`config.mk`:
```
export PLATFORM = sky130hd
export DESIGN_NAME = nibble_serializer
export DESIGN_NICKNAME = d
export VERILOG_FILES = /design/src/rtl/nibble_serializer.sv
export SDC_FILE = /design/constraint.sdc
export NUM_CORES = 1
export LEC_CHECK = 0
export BUFFER_PORTS_ARGS = -buffer_cell sky130_fd_sc_hd__buf_2
export CORE_MARGIN = 5
export CORE_UTILIZATION = 40
export CTS_BUF_LIST = sky130_fd_sc_hd__clkbuf_8
export CTS_CLUSTER_DIAMETER = 100
export DETAILED_ROUTE_END_ITERATION = 10
export PLACE_DENSITY = 0.67
export SLEW_MARGIN = 10
export SYNTH_ARGS = -nofsm -noshare
export SYNTH_HDL_FRONTEND = slang
export SYNTH_SLANG_ARGS = --single-unit
```
`constraint.sdc`:
```
create_clock -name clk -period 4.6 [get_ports clk]
set_input_delay 0.92 -clock clk [delete_from_list [all_inputs] [get_ports clk]]
set_output_delay 0.92 -clock clk [all_outputs]
set_load 0.02 [all_outputs]
```
`src/rtl/nibble_serializer.sv`:
```
// ============================================================================
// Module   : nibble_serializer
// Function : Parallel word to LSB-first nibble stream, valid/ready both sides.
//            Optional odd-parity output when NIBBLE_SERIALIZER_PARITY_EN is defined.
// Revision : 1.0 - initial release
// ============================================================================
`default_nettype none

module nibble_serializer #(
    parameter int NIB_W   = 4,
    parameter int NIBBLES = 3
) (
    input  logic                       clk,
    input  logic                       rst_n,
    input  logic                       in_valid,
    output logic                       in_ready,
    input  logic [NIB_W*NIBBLES-1:0]   in_data,
    output logic                       out_valid,
    input  logic                       out_ready,
    output logic [NIB_W-1:0]           out_data,
    output logic [$clog2(NIBBLES)-1:0] out_idx,
    output logic                       out_last,
    output logic [7:0]                 word_cnt
`ifdef NIBBLE_SERIALIZER_PARITY_EN
    ,
    output logic                       out_par
`endif
);

    localparam int W     = NIB_W * NIBBLES;
    localparam int IDX_W = $clog2(NIBBLES);

    typedef enum logic [0:0] {
        IDLE = 1'b0,
        SEND = 1'b1
    } state_t;

    state_t             r_state;
    state_t             w_state_nxt;
    logic [W-1:0]       r_hold;
    logic [IDX_W-1:0]   r_idx;
    logic [7:0]         r_wcnt;
    logic               r_rdy_en;

    logic               w_valid;
    logic               w_last_pos;
    logic               w_xfer;
    logic               w_last_xfer;
    logic               w_in_ready;
    logic               w_accept;
    logic [NIB_W-1:0]   w_nib [NIBBLES];

    generate
        for (genvar g = 0; g < NIBBLES; g++) begin : g_nib
            assign w_nib[g] = r_hold[g*NIB_W +: NIB_W];
        end
    endgenerate

    // r_rdy_en keeps in_ready low until the first edge after reset release.
    always_comb begin
        w_valid     = (r_state == SEND);
        w_last_pos  = (r_idx == IDX_W'(NIBBLES - 1));
        w_xfer      = w_valid && out_ready;
        w_last_xfer = w_xfer && w_last_pos;
        w_in_ready  = r_rdy_en && (!w_valid || w_last_xfer);
        w_accept    = in_valid && w_in_ready;
        w_state_nxt = r_state;
        case (r_state)
            IDLE:    if (w_accept) w_state_nxt = SEND;
            SEND:    if (w_last_xfer && !w_accept) w_state_nxt = IDLE;
            default: w_state_nxt = IDLE;
        endcase
    end

    always_ff @(posedge clk or negedge rst_n) begin
        if (!rst_n) begin
            r_state  <= IDLE;
            r_hold   <= '0;
            r_idx    <= '0;
            r_wcnt   <= '0;
            r_rdy_en <= 1'b0;
        end else begin
            r_rdy_en <= 1'b1;
            r_state  <= w_state_nxt;
            if (w_accept) begin
                r_hold <= in_data;
                r_idx  <= '0;
            end else if (w_xfer) begin
                r_idx  <= w_last_pos ? '0 : r_idx + IDX_W'(1);
            end
            if (w_last_xfer) begin
                r_wcnt <= r_wcnt + 8'd1;
            end
        end
    end

    assign in_ready  = w_in_ready;
    assign out_valid = w_valid;
    assign out_data  = w_valid ? w_nib[r_idx] : '0;
    assign out_idx   = w_valid ? r_idx : '0;
    assign out_last  = w_valid && w_last_pos;
    assign word_cnt  = r_wcnt;

`ifdef NIBBLE_SERIALIZER_PARITY_EN
    // Odd parity: set so that nibble plus parity bit hold an odd number of ones.
    assign out_par   = w_valid ? ~(^out_data) : 1'b0;
`endif

endmodule

`default_nettype wire

```
; Yosys cells after proc, flatten, opt, wreduce, memory -nomap -nowiden
; Index checks and enable logic that the tools add are counted.
[op_classes]
add_sub_neg = 2
magnitude_cmp = 1
eq_ne = 1
mux = 11
bitwise_logic = 2
reduce_logical = 10
[ops]
columns = cell, count
row1 = $mux W4, 3
row2 = $add A8 B1 Y8 const B, 1
row3 = $bmux W4 S2, 1
row4 = $mux W2, 4
row5 = $logic_and A1 B1 Y1, 6
row6 = $ge A3 B3 Y1 const B, 1
row7 = $not A2 Y3, 1
row8 = $add A2 B1 Y2 const B, 1
row9 = $eq A2 B2 Y1 const B, 1
row10 = $logic_not A1 Y1, 2
row11 = $mux W1, 2
row12 = $pmux W1 S2, 1
row13 = $reduce_bool A2 Y1, 1
row14 = $logic_or A1 B1 Y1, 1
row15 = $not A1 Y1, 1
[word_totals]
reg_bits = 24
input_bits = 16
out_inout_bits = 17
word_cells = 32

; Longest topological paths before layout
[logic_depth]
depth_word = 9
depth_mapped = 5

; Least setup slack after synthesis
; OpenSTA, ideal clock, no wires.
[synth_timing]
path_type = input port to output port
startpoint = input out_ready
endpoint = output in_ready
arrival_ps = 1417
slack_ps = 2263
path_stages = 3
path_cell_list = nand4b_4 -> nand2_1 -> and2_1
[synth_via]
elab_chain_cells = 4
[synth_lines]
columns = item, line_no
row1 = from (decl), 19  ; input logic out_ready,
row2 = $logic_and A1 B1 Y1, 63  ; w_xfer = w_valid && out_ready;
row3 = $logic_and A1 B1 Y1, 64  ; w_last_xfer = w_xfer && w_last_pos;
row4 = $logic_or A1 B1 Y1, 65  ; w_in_ready = r_rdy_en && (!w_valid || w_last_xfer);
row5 = $logic_and A1 B1 Y1, 65
row6 = to (decl), 16  ; output logic in_ready,
; No other way between the ends.

; Final worst setup path
[layout_timing]
startpoint = register r_idx[1]
endpoint = output out_data[0]
[layout_via]
elab_chain_cells = 5
[layout_lines]
columns = item, line_no
row1 = from (decl), 41  ; logic [IDX_W-1:0] r_idx;
row2 = from (signal assigned), 89  ; r_idx <= w_last_pos ? '0 : r_idx + IDX_W'(1);
row3 = $not A2 Y3 (implied by the code), 99  ; assign out_data = w_valid ? w_nib[r_idx] : '0;
row4 = $bmux W4 S2, 99
row5 = $mux W4 (implied by the code) (2 in series), 99
row6 = $mux W4, 99
row7 = to (decl), 20  ; output logic [NIB_W-1:0] out_data,
; No other way between the ends. The select of a mux whose other input is x is not followed.

==> results.txt <==
The signal on the critical path passes through mux2i_1, or2_2, a21boi_0, buf_2. The depth of the most critical reg-to-reg path works out to 3. The run gives 11 as the violation count after the first detailed-routing iteration.

Initial antenna violation count: 0. The netlist uses 27 different library cells. The tools report the die area as 0.004151 mm².

The analysis attributes to cell leakage a power of 0.7137 nW. The via count of the first global-routing pass was 778; the sequential standard cell area was 600.6 µm². In this run the worst setup path terminates at out_data[0]. For this design, the sink count on the clock tree is 24.

The first global-routing pass estimated 3581 µm of wire. The tools report the total vias in the final route as 783. The fraction of final layout cells sized beyond drive strength 1 is 0.4488, and the average vias per placed instance is 4.956. The logs give 0.27 ns for the clock latency on the worst-skew pair and 0.2679 mV for the maximum vdd drop.

The largest single stage delay on the critical path is 0.61 ns. STA puts the critical path data required time at 3.68 ns. The clock slew at the register clock pins of the worst setup and hold paths was 0.08 ns; the actual slew at the worst max-slew pin was 0.5505 ns. STA classifies the critical path startpoint as a flip-flop. Top-area cell type share of the netlist area: 0.5069. The run gives 4 as the length of the first detailed-routing pass in iterations. The area growth from synthesis to layout is 18.06%. The run gives 2 as the largest buffer count on any clock path. The number of max-capacitance violations reported is 0, and the final antenna diode count is 0. In this run, post-CTS repair resized a total of 0 instances. In this run the power density over the cells is 637.5 mW/mm².

In the final layout, the multi-input gates occupy 544.3 µm². By area the synthesized netlist is led by sky130_fd_sc_hd__dfrtp_1 (51%), sky130_fd_sc_hd__mux2_4 (10%), sky130_fd_sc_hd__mux2i_1 (5.1%). In this run, CTS created clock tree buffers numbering 3.

TritonCTS built the clock tree. The tightest slew margin relative to the limit came out at 0.6322. For this run, design rule violations remaining after detail routing come to 0. In this run, synthesis inferred 0 flip-flops with an integrated enable.

The wire-length estimate of the detail-placed layout is 1578 µm. The mean routed wirelength per cell was 13.44 µm; the placeable core area was 0.002805 mm². The final cycle utilization of the critical path works out to 0.5604. Synthesis produced a netlist with a net count of 112. For flop-to-flop paths, the worst setup slack is 2.69 ns. The type of the worst min-delay path was flip-flop to flip-flop. Setup repair after global routing left no endpoint under its margin. The fraction of synthesis flops using an asynchronous set or reset pin was 1.000; the part of the Yosys area used for sequential elements was 0.5069.

Worst path arrival time: 1.66 ns. Grouping stages by cell kind, the critical path spends the most delay in flip-flops. After global routing the overflow that remains totals 0.

The critical path is of the flip-flop to primary output type. The startpoint identified for the worst hold timing path is word_cnt[7]. The run gives 0.001344 mm² as the post-placement cell area.

In the synthesized netlist the dominant register cell turns out to be sky130_fd_sc_hd__dfrtp_1. Counting buffers and inverters, the worst setup path is 4 cells deep. In this run the worst setup path begins at r_idx[1].

The run gives 2.039 ns as the worst setup slack after placement. The number of levels the H-tree was split into is 1. The tools report the area of the mapped netlist as 0.001185 mm². In this run the critical register-to-register path is launched from r_idx[1]. 33 I/O pins were placed. The die extent in x was 64.43 µm; the starting density of the core was 0.4224. Register bit total from synthesis: 24.

Worst setup margin: 2.022 ns. After detailed routing, the total wire length is 2124 µm. Summing all non-filler instances in the final layout gives an area of 0.001399 mm².

The clock skew after layout was 0.004513 ns; the count of nets after finishing was 145. Setup TNS: 0 ns. The critical path's slowest cell is sky130_fd_sc_hd__dfrtp_1. The worst register-to-register path ends at r_hold[1]. The shortest clock period the worst path allows after layout was 2.578 ns. The final number of setup-violating endpoints was 0; the count of buffers from port buffering was 32.

Total setup buffers inserted after CTS: 0. The buffer and inverter count on the worst path came out at 1. Clock tree synthesis selected as its root buffer the cell sky130_fd_sc_hd__clkbuf_8.

The count of final hold-check violations was 0. The run gives 0 as the total count of max-transition violations in the final report. The final core utilization was 0.4987; the maximum net fanout on the critical path was 10. The overall global routing resource usage is 0.1107, and the post-synthesis average cell area is 12.47 µm². The number of nets with antenna violations after detailed routing was 0. In this run, post-CTS hold repair placed 0 buffers. The synthesized design spends more area on one cell type than any other, namely sky130_fd_sc_hd__dfrtp_1. After filler insertion, the fill cell instance count of the layout stands at 260. STA classifies the critical path endpoint as a primary output. The logs give 0 for the number of warnings reported in the yosys synthesis log and 25 for the pin count of the biggest net entering global routing. The vertical die dimension is 64.43 µm. Timing would allow up to 0.3879 GHz. The tools report the synthesized netlist cell count as 95. The run finished with clean final reports. The floorplan has 19 rows.

For the placer congestion estimate, the log shows 0.7737.
==> through the flow <==
stage / power [mW] / instances / hold slack (ns)
after detailed placement: 0.7585 / 154 / 0.4637
after global routing: 0.9517 / 158 / 0.4906
after global placement: 0.7490 / 154 / 0.4542
final: 0.8918 / 158 / 0.4702
after CTS: 0.9022 / 158 / 0.4750
after floorplan: 0.6619 / 95 / 0.4800
==> area by class of cell <==
type / count / area share
Sequential cell: 24 / 0.4293
Multi-Input combinational cell: 67 / 0.3891
Timing Repair Buffer: 32 / 0.1145
Clock buffer: 4 / 0.03936
Tap cell: 31 / 0.02773
==> where the power goes <==
group	switching, mW	total [mW]	internal, mW
Sequential	0.0849	0.374	0.290
Combinational	0.181	0.375	0.194
Clock	0.0658	0.142	0.0764
==> synthesized netlist by cell type (2+ instances only) <==
master	n
sky130_fd_sc_hd__mux2i_1	6
sky130_fd_sc_hd__xnor2_1	3
sky130_fd_sc_hd__nor3_1	2
sky130_fd_sc_hd__dfrtp_1	24
sky130_fd_sc_hd__and2_1	2
sky130_fd_sc_hd__nand3_1	2
sky130_fd_sc_hd__mux2_4	8
sky130_fd_sc_hd__mux2_2	4
sky130_fd_sc_hd__xor2_1	4
sky130_fd_sc_hd__or2_2	4
sky130_fd_sc_hd__nor2_1	4
sky130_fd_sc_hd__nand2_1	14
sky130_fd_sc_hd__a21boi_0	4
==> registers in the layout, indices dropped and copies added (netlist names) <==
signal / count
word_cnt: 8
r_hold: 12
out_valid: 1
r_idx: 2
r_rdy_en: 1
==> how the worst min path moves through the flow <==
stage	cells after the start	end
floorplan	1	r_hold[0]
global route	1	word_cnt[7]
global placement	1	word_cnt[7]
CTS	1	word_cnt[7]
finish	1	word_cnt[7]
detailed placement	1	word_cnt[7]
==> cell usage in the layout, fill, tap and decap left out, drive strengths merged, types with 2 or more instances in the layout <==
cell type / synthesis / layout
xor2: 4 / 4
mux2i: 6 / 6
and2: 3 / 3
clkbuf: 2 / 4
mux2: 12 / 12
nand2: 14 / 14
or2: 4 / 4
a21boi: 4 / 4
nor3: 2 / 2
xnor2: 3 / 3
dfrtp: 24 / 24
nor2: 4 / 4
nand3: 2 / 2
buf: 2 / 32
==> layer usage <==
metal / GRT usage / part of all wire / up-vias
met3: 0.02418 / 0.045 / 5
met1: 0.1291 / 0.43 / 369
li1: - / - / 385
met2: 0.1881 / 0.50 / 24
met4: 0.06332 / 0.024 / 0
met5: 0 / 0 / -
==> kinds of logic after synthesis <==
| logic type | after synthesis | share of synthesized area |
|---|---|---|
| buffers and inverters | 4 | 0.03378 |
| muxes | 18 | 0.1901 |
| DFF | 24 | 0.5069 |
| and+or+nand+nor | 35 | 0.1647 |
| AOI/OAI and AO/OA | 5 | 0.03908 |
| other | 1 | 0.003165 |
| xor gates and xnor gates | 7 | 0.05174 |
| adders and majority gates | 1 | 0.01056 |
(Power assumes the default switching activity.)
